File: config.mk
export PLATFORM = sky130hd
export DESIGN_NAME = sram_arbiter
export DESIGN_NICKNAME = d
export VERILOG_FILES = /design/src/rtl/sram_arb_pkg.sv /design/src/rtl/sram_arbiter_rr_picker.sv /design/src/rtl/sram_arbiter.sv
export SDC_FILE = /design/constraint.sdc
export NUM_CORES = 1
export LEC_CHECK = 0
export CELL_PAD_IN_SITES_DETAIL_PLACEMENT = 0
export CELL_PAD_IN_SITES_GLOBAL_PLACEMENT = 2
export CORE_MARGIN = 2
export CORE_UTILIZATION = 23
export CTS_BUF_LIST = sky130_fd_sc_hd__clkbuf_4 sky130_fd_sc_hd__clkbuf_8
export CTS_CLUSTER_DIAMETER = 120
export CTS_CLUSTER_SIZE = 16
export DETAILED_ROUTE_END_ITERATION = 8
export GPL_TIMING_DRIVEN = 0
export PLACE_DENSITY = 0.82
export SLEW_MARGIN = 20
export SYNTH_ARGS = -nofsm -noshare
export SYNTH_HDL_FRONTEND = slang
export SYNTH_SLANG_ARGS = --single-unit
File: constraint.sdc
create_clock -name i_clk -period 2.4 [get_ports i_clk]
set_clock_uncertainty 0.15 [all_clocks]
set_input_delay 0.24 -clock i_clk [delete_from_list [all_inputs] [get_ports i_clk]]
set_output_delay 0.24 -clock i_clk [all_outputs]
set_load 0.05 [all_outputs]
File: src/rtl/sram_arb_pkg.sv
// Shared types and constants for the SRAM arbiter slice.
package sram_arb_pkg;

  typedef enum logic [1:0] {
    IDLE   = 2'd0,
    ACCESS = 2'd1,
    DONE   = 2'd2
  } state_e;

  localparam int   SRAM_ADDR_W    = 20;
  localparam int   SRAM_DATA_W    = 16;
  localparam logic SRAM_IDLE_WE_N = 1'b1;
  localparam int   CNT_W          = 3;

endpackage

File: src/rtl/sram_arbiter_rr_picker.sv
// Combinational round-robin search: first set request at or above rr_ptr, wrapping.
// Zero latency; no backpressure (pure function of its inputs).
module rr_picker #(
  parameter int N     = 3,
  parameter int IDX_W = 2
) (
  input  logic [N-1:0]     i_req,
  input  logic [IDX_W-1:0] i_rr_ptr,
  output logic [N-1:0]     o_onehot,
  output logic [IDX_W-1:0] o_idx,
  output logic             o_any
);

  always_comb begin
    int j;
    j        = 0;
    o_onehot = '0;
    o_idx    = '0;
    o_any    = 1'b0;
    for (int i = 0; i < N; i++) begin
      j = int'(i_rr_ptr) + i;
      if (j >= N) j = j - N;
      if (!o_any && i_req[j]) begin
        o_any       = 1'b1;
        o_onehot[j] = 1'b1;
        o_idx       = IDX_W'(j);
      end
    end
  end

endmodule

File: src/rtl/sram_arbiter.sv
// Round-robin arbiter sharing one SRAM port; IDLE -> ACCESS -> DONE per transaction.
// Optional SRAM_ARB_STATS_EN adds o_max_wait (longest request-to-grant wait, saturating).
module sram_arbiter
  import sram_arb_pkg::*;
#(
  parameter int NUM_REQ      = 3,
  parameter int ADDR_W       = SRAM_ADDR_W,
  parameter int DATA_W       = SRAM_DATA_W,
  parameter int READ_CYCLES  = 2,
  parameter int WRITE_CYCLES = 1
) (
  input  logic                      i_clk,
  input  logic                      i_rst_n,
  input  logic [NUM_REQ-1:0]        i_req,
  input  logic [NUM_REQ-1:0]        i_we_n,
  input  logic [NUM_REQ*ADDR_W-1:0] i_addr,
  input  logic [NUM_REQ*DATA_W-1:0] i_wdata,
  output logic [NUM_REQ-1:0]        o_gnt,
  output logic [NUM_REQ-1:0]        o_done,
  output logic [DATA_W-1:0]         o_rdata,
  output logic                      o_busy,
  output logic [ADDR_W-1:0]         o_sram_addr,
  output logic                      o_sram_we_n,
  output logic [DATA_W-1:0]         o_sram_wdata,
  input  logic [DATA_W-1:0]         i_sram_rdata
`ifdef SRAM_ARB_STATS_EN
  ,
  output logic [7:0]                o_max_wait
`endif
);

  localparam int IDX_W = (NUM_REQ > 1) ? $clog2(NUM_REQ) : 1;

  state_e             state_q, state_d;
  logic [CNT_W-1:0]   cnt_q, cnt_d;
  logic [IDX_W-1:0]   rr_ptr_q, rr_ptr_d;
  logic [NUM_REQ-1:0] gnt_q, gnt_d;
  logic [NUM_REQ-1:0] done_q, done_d;
  logic [DATA_W-1:0]  rdata_q, rdata_d;
  logic               busy_q, busy_d;
  logic [ADDR_W-1:0]  addr_q, addr_d;
  logic               we_n_q, we_n_d;
  logic [DATA_W-1:0]  wdata_q, wdata_d;
  logic               rd_q, rd_d;

  logic [NUM_REQ-1:0] win_oh;
  logic [IDX_W-1:0]   win_idx;
  logic               any_req;

  rr_picker #(
    .N     (NUM_REQ),
    .IDX_W (IDX_W)
  ) u_rr_picker (
    .i_req    (i_req),
    .i_rr_ptr (rr_ptr_q),
    .o_onehot (win_oh),
    .o_idx    (win_idx),
    .o_any    (any_req)
  );

  // The SRAM bus flops double as the latched request fields during ACCESS.
  always_comb begin
    state_d  = state_q;
    cnt_d    = cnt_q;
    rr_ptr_d = rr_ptr_q;
    gnt_d    = gnt_q;
    done_d   = '0;
    rdata_d  = rdata_q;
    busy_d   = busy_q;
    addr_d   = addr_q;
    we_n_d   = we_n_q;
    wdata_d  = wdata_q;
    rd_d     = rd_q;
    unique case (state_q)
      IDLE: begin
        addr_d  = '0;
        we_n_d  = SRAM_IDLE_WE_N;
        wdata_d = '0;
        gnt_d   = '0;
        busy_d  = 1'b0;
        if (any_req) begin
          state_d  = ACCESS;
          busy_d   = 1'b1;
          gnt_d    = win_oh;
          addr_d   = i_addr[int'(win_idx)*ADDR_W +: ADDR_W];
          wdata_d  = i_wdata[int'(win_idx)*DATA_W +: DATA_W];
          rd_d     = i_we_n[win_idx];
          we_n_d   = i_we_n[win_idx];
          cnt_d    = i_we_n[win_idx] ? CNT_W'(READ_CYCLES) : CNT_W'(WRITE_CYCLES);
          rr_ptr_d = (int'(win_idx) == NUM_REQ - 1) ? '0 : win_idx + 1'b1;
        end
      end
      ACCESS: begin
        if (cnt_q == CNT_W'(1)) begin
          state_d = DONE;
          addr_d  = '0;
          we_n_d  = SRAM_IDLE_WE_N;
          wdata_d = '0;
          done_d  = gnt_q;
          if (rd_q) rdata_d = i_sram_rdata;
        end else begin
          cnt_d = cnt_q - 1'b1;
        end
      end
      DONE: begin
        state_d = IDLE;
        gnt_d   = '0;
        busy_d  = 1'b0;
      end
      default: state_d = IDLE;
    endcase
  end

  always_ff @(posedge i_clk or negedge i_rst_n) begin
    if (!i_rst_n) begin
      state_q  <= IDLE;
      cnt_q    <= '0;
      rr_ptr_q <= '0;
      gnt_q    <= '0;
      done_q   <= '0;
      rdata_q  <= '0;
      busy_q   <= 1'b0;
      addr_q   <= '0;
      we_n_q   <= SRAM_IDLE_WE_N;
      wdata_q  <= '0;
      rd_q     <= 1'b0;
    end else begin
      state_q  <= state_d;
      cnt_q    <= cnt_d;
      rr_ptr_q <= rr_ptr_d;
      gnt_q    <= gnt_d;
      done_q   <= done_d;
      rdata_q  <= rdata_d;
      busy_q   <= busy_d;
      addr_q   <= addr_d;
      we_n_q   <= we_n_d;
      wdata_q  <= wdata_d;
      rd_q     <= rd_d;
    end
  end

  assign o_gnt        = gnt_q;
  assign o_done       = done_q;
  assign o_rdata      = rdata_q;
  assign o_busy       = busy_q;
  assign o_sram_addr  = addr_q;
  assign o_sram_we_n  = we_n_q;
  assign o_sram_wdata = wdata_q;

`ifdef SRAM_ARB_STATS_EN
  logic [NUM_REQ-1:0][7:0] wait_q, wait_d;
  logic [7:0]              max_wait_q, max_wait_d;
  logic [NUM_REQ-1:0]      grant_now;

  assign grant_now = (state_q == IDLE) ? win_oh : '0;

  // A wait counts edges a request was seen high but not yet owning the bus.
  always_comb begin
    wait_d     = wait_q;
    max_wait_d = max_wait_q;
    for (int k = 0; k < NUM_REQ; k++) begin
      if (i_req[k] && !gnt_q[k] && !grant_now[k]) begin
        wait_d[k] = (wait_q[k] == 8'hFF) ? wait_q[k] : wait_q[k] + 8'd1;
      end else begin
        wait_d[k] = 8'd0;
      end
    end
    if (any_req && (state_q == IDLE) && (wait_q[win_idx] > max_wait_q)) begin
      max_wait_d = wait_q[win_idx];
    end
  end

  always_ff @(posedge i_clk or negedge i_rst_n) begin
    if (!i_rst_n) begin
      wait_q     <= '0;
      max_wait_q <= '0;
    end else begin
      wait_q     <= wait_d;
      max_wait_q <= max_wait_d;
    end
  end

  assign o_max_wait = max_wait_q;
`endif

endmodule

After elaboration in Yosys (flattened, before gate mapping):

Cells that the tools add are included.

* add/subtract/negate cells: 7
* multipliers: 1
* magnitude comparators: 10
* equality and inequality tests: 7
* shifts and indexed selects: 2
* mux-type cells: 52
* bitwise gates (word level): 2
* reductions and logical operators: 15

Operator list (number)
* 32-bit by 1-bit greater-or-equal comparator with 1-bit output, second input constant: 3
* 32-bit by 4-bit < comparator with 1-bit output, second input constant: 3
* 32-bit two-way mux: 3
* 32-bit by 3-bit greater-or-equal comparator with 1-bit output, second input constant: 2
* 32-bit by 3-bit subtractor with 32-bit output, second input constant: 2
* 60-bit by 8-bit variable part select with 20-bit output: 1
* 48-bit by 7-bit variable part select with 16-bit output: 1
* 20-bit two-way mux: 2
* 20-bit case mux with 2 select lines: 1
* 16-bit two-way mux: 2
* 16-bit case mux with 2 select lines: 1
* 3-bit two-way mux: 8
* 1-bit two-way mux: 16
* 2-bit two-way mux: 7
* 3-bit case mux with 2 select lines: 2
* 1-bit binary-select mux with 2-bit select: 4
* 1-bit demux with 2-bit select: 3
* 2-bit inequality test, second input constant: 3
* 3-bit bitwise OR: 2
* 2-bit AND reduction: 3
* 3-bit AND reduction: 2
* 1-bit logical AND: 5
* 2-bit by 3-bit multiplier with 5-bit output, second input constant: 1
* 2-bit equality test, second input constant: 2
* 14 further kinds: 17

* register bits after elaboration: 68
* bits of input ports: 132
* output and inout bits: 60
* logic and storage cells: 107

Depth between registers and ports, before layout:

* depth in word-level cells: 17
* depth in mapped cells: 11
* depth with buffers taken out: 7

Cells and area by module:

A second synthesis with hierarchy kept.

* cells, all modules: 351
* area total of the unflattened synthesis: 3597.2 um^2

Modules (own cells, without submodules)
* sram_arbiter: times used 1, cells each 299, area each 3215.6 um^2, sequential area each 1702.9 um^2
* rr_picker: times used 1, cells each 52, area each 381.6 um^2, sequential area each 0.0 um^2

Worst setup path after synthesis:

OpenSTA, ideal clock, no wires.

* path kind: register -> register
* start point: register rr_ptr_q[1]
* end point: register wdata_q[10] (netlist: o_sram_wdata[10])
* library setup time: 136 ps
* arrival time: 2207 ps
* data required time: 2114 ps
* setup slack: -94 ps
* stages on the path, launching flop included: 11
* buffers on the path: 3
* period minus slack after synthesis: 2494 ps
* cells stage by stage: dfrtp_1 > inv_1 > ha_1 > buf_4 > mux2_4 > mux2_2 > buf_6 > o311a_4 > buf_4 > a21boi_1 > a32oi_1

* cells in the longest elaborated chain, start to end: 15
* elaborated cells between the ends (all ways): 33
* classes of those cells: add/sub: 5; order compare: 3; shift: 1; mux: 20; reduce/logical: 4

Ends and longest elaborated chain
* from (decl): line sram_arbiter.sv:36 `logic [IDX_W-1:0] rr_ptr_q, rr_ptr_d;`
* from (signal assigned): line sram_arbiter.sv:130 `rr_ptr_q <= rr_ptr_d;`
* parallel branches: the longest is 13 deep, another holds 32-bit by 3-bit subtractor with 32-bit output
* 16-bit two-way mux (*): line sram_arbiter.sv:81 `if (any_req) begin`
* 16-bit case mux with 2 select lines (*): line sram_arbiter.sv:74 `unique case (state_q)`
* to (signal assigned): line sram_arbiter.sv:137 `wdata_q <= wdata_d;`
* to (decl): line sram_arbiter.sv:43 `logic [DATA_W-1:0] wdata_q, wdata_d;`

Every way passes the cells marked *. The select of a mux whose other input is x is not followed.
A chain may end at the register's enable or synchronous reset.

Final worst setup path:

* start point: register rr_ptr_q[1]
* end point: register cnt_q[1]

* cells in the longest elaborated chain, start to end: 17
* elaborated cells between the ends (all ways): 37
* classes of those cells: add/sub: 5; order compare: 3; eq/ne: 1; mux: 23; reduce/logical: 5

Ends and longest elaborated chain
* parallel branches: the longest is 17 deep, another holds 32-bit by 3-bit subtractor with 32-bit output
* to (signal assigned): line sram_arbiter.sv:129 `cnt_q <= cnt_d;`
* to (decl): line sram_arbiter.sv:35 `logic [CNT_W-1:0] cnt_q, cnt_d;`

Parallel ways; which one is timed is not known. The select of a mux whose other input is x is not followed.

==> flow_summary.json <==
{
  "htreeDepth": 3,
  "fillerInstances": 2090,
  "die_y_um": 148.9,
  "setup_viol": 38,
  "worstPathArrival_ns": 2.63,
  "clk_latency_ns": 0.37,
  "gr-total-overflow": 0,
  "finalHoldViolations": 0,
  "cts.sinks": 68,
  "cp.required_ns": 2.53,
  "drc": 0,
  "grt_pass1_wl_mm": 31.17,
  "die_area_mm2": 0.02218,
  "routed_wl_mm": 20.74,
  "min_path_type": "input pin to asynchronous set/reset pin",
  "grt_max_degree": 44,
  "regArea_mm2": 0.001704,
  "syn_area_mm2": 0.004831,
  "dpl_worst_slack_ns": -0.6123,
  "vias": 5248,
  "vias_per_cell": 4.984,
  "grt_use_total_pct": 18.48,
  "layout_commonest_cell": "clkdlybuf4s50_1",
  "hpwl_mm": 14.23,
  "synth.area.top_cells": "dfrtp_1, mux2_2, a32oi_1",
  "cpMostUsedCell": "buf_4",
  "cpPeakStageDelay_ns": 0.41,
  "synth_fp_nets": 664,
  "yosysTopAreaCell": "dfrtp_1",
  "status": "finished, violations left",
  "ctsRootBufferMaster": "clkbuf_8",
  "clock.fmax_ghz": 0.3998,
  "rows": 53,
  "fin_crit_ns": 2.501,
  "yosys_most_used_dff": "dfrtp_1",
  "wl_per_cell_um": 19.69,
  "final_cells": 1053,
  "worstPathCellList": "buf_4, ha_4, buf_8, nor3b_4, o21bai_1, buf_4, buf_4, nand4_1, and3_4, a221oi_2",
  "numCtsBuffers": 9,
  "end_kind": "register",
  "synth-edff-count": 0,
  "cp_max_fo": 6,
  "clkTransAtPathRegs_ns": 0.08,
  "synth_top_cell_area_share_pct": 34.71,
  "critPathLaunchType": "register",
  "cellPowerDensity_mw_per_mm2": 1500,
  "synth_cell_types": 50,
  "period_share_pct": 104.2,
  "slew_violations": 0,
  "die_x_um": 148.9,
  "antenna_found_initial": 1,
  "place_congestion": 0.7423,
  "synth_cells": 526,
  "worst_path_max_delay_cell": "dfrtp_1",
  "numPlacedInstances": 993,
  "ant_nets": 0,
  "firstDrtPassIters": 4,
  "grt_pass1_vias": 5339,
  "multi_input_comb_area_mm2": 0.003264,
  "synth_area_per_cell_um2": 9.184,
  "ys_ff_latch": 68,
  "fp.coreArea_mm2": 0.02082,
  "layout_common_cells": "clkdlybuf4s50_1, nand2_1, dfrtp_1, mux2_2",
  "crit_family": "buffers and inverters",
  "start_util_pct": 23.20,
  "port_buffers": 191,
  "p_leak_nw": 3.341,
  "ios": 192,
  "worstMarginPinSlew_ns": 0.8432,
  "power_mw": 12.77,
  "setup_ws_ns": -0.1014,
  "area_delta_synth_final_pct": 76.28,
  "drive_above_1_share_pct": 30.12,
  "synth_seq_area_share_pct": 35.25,
  "ir_worst_vdd_mv": 0.5074,
  "drtIter0Drc": 218,
  "ys_warn_count": 0,
  "worst-path-buf-inv": 4,
  "cts_tree": "done",
  "crit_type": "register to register",
  "clockBufferDepth": 2,
  "violations": "negative setup slack",
  "maxSlewHeadroom_pct": 43.58,
  "max-cap-violations": 0,
  "nNetsFinal": 910,
  "async_flop_share_pct": 100.0,
  "rsz0062_at_grt": "yes"
}
## worst reg2reg max path: cells and delay by family (launching register included)
family | cells | cell delay [ns]
AO/OA/AOI/OAI | 2 | 0.47
adder cells (fa/ha/maj) | 1 | 0.34
buffers and inverters | 4 | 0.65
flip-flops | 1 | 0.41
AND/OR/NAND/NOR | 3 | 0.40
## cells in the mapped netlist (2+ instances only)
cell,count
a22o_1,2
a21boi_1,31
a21boi_0,5
dfrtp_1,67
a21oi_1,7
o21ai_1,3
buf_4,2
buf_2,15
nand2b_1,2
nand2_1,85
buf_1,3
nor2_1,6
nand3b_1,3
a21o_1,2
o21a_1,2
a2111oi_1,2
and3_1,37
nor2b_1,5
mux2i_1,3
o211ai_1,37
ha_1,6
buf_6,3
clkbuf_1,28
nand3_1,2
mux2_2,53
a221oi_1,3
nand4_1,37
o21ai_0,7
nor3b_1,2
inv_1,6
a32oi_1,37
and2_1,4
o31ai_1,2
## registers in the layout, indices dropped and copies added, names as in the netlist
signal,count
o_sram_we_n,1
o_sram_addr,20
rr_ptr_q,2
o_rdata,16
o_gnt,3
cnt_q,3
o_done,3
o_busy,1
rd_q,1
state_q,2
o_sram_wdata,16
## cells by family after synthesis
logic type	share of synthesized area [%]
buffers and inverters	5.439
flip-flops	35.25
AND/OR/NAND/NOR	19.48
adder cells (fa/ha/maj)	1.554
multiplexers	13.57
AO/OA/AOI/OAI	24.71
## final cells by class
type / count / share of cell area, %
plain buffers: 45 / 5.334
multi-input cells: 402 / 38.33
clock buffers: 10 / 1.543
inverters: 6 / 0.2645
repair buffers: 240 / 29.40
well taps: 275 / 4.041
flip-flops and latches: 68 / 20.01
clock inverters: 6 / 1.043
diodes: 1 / 0.02939
## report_power, final
part           total, mW  switching, mW  internal [mW]
sequential          1.96          0.279           1.68
clock               1.13          0.529          0.597
combinational       9.69           5.33           4.36
## metal layers
metal  up-vias  global-route usage (%)  wire, um
li1       2520                       -         -
met1      2523                   23.44      9212
met2       177                   30.92      9790
met3        28                   5.229      1339
met4         0                   4.810       393
met5         -                       0         0
## path summary, 6_finish.rpt
path / cells after the start / start / to / slack [ns]
setup / recovery: 10 / rr_ptr_q[1]$_DFFE_PN0P_ / cnt_q[1]$_DFFE_PN0P_ / -0.10
hold / removal: 2 / i_rst_n / o_gnt[1]$_DFFE_PN0P_ / 0.18
setup reg to reg: 10 / rr_ptr_q[1]$_DFFE_PN0P_ / cnt_q[1]$_DFFE_PN0P_ / -0.10
hold reg to reg: 2 / o_busy$_DFFE_PN0P_ / o_busy$_DFFE_PN0P_ / 0.34
max in group asynchronous: 3 / i_rst_n / o_sram_we_n$_DFFE_PN1P_ / 1.32
min in group i_clk: 2 / i_sram_rdata[8] / o_rdata[8]$_DFFE_PN0P_ / 0.33
## stage by stage
stage / setup TNS [ns] / area (um^2) / hold WS, ns / util (%)
detailed placement: -23.12 / 7131 / 0.04448 / 34.24
floorplan: 0 / 4850 / -0.2056 / -
finish: -1.618 / 8516 / 0.1774 / 40.90
global route: -4.176 / 8513 / 0.2056 / 40.88
global placement: -135.21 / 7106 / 0.3242 / 34.12
CTS: -6.748 / 8212 / 0.1724 / 39.44
## what timing repair did
item,4_1_cts,5_1_grt
pin swaps,43,21
setup endpoints to repair,55,58
buffers inserted,29,12
hold buffers,1,0
cloned,7,2
hold endpoints to repair,42,0
gates resized for setup,144,60
Power figures use the tool's default switching activity.
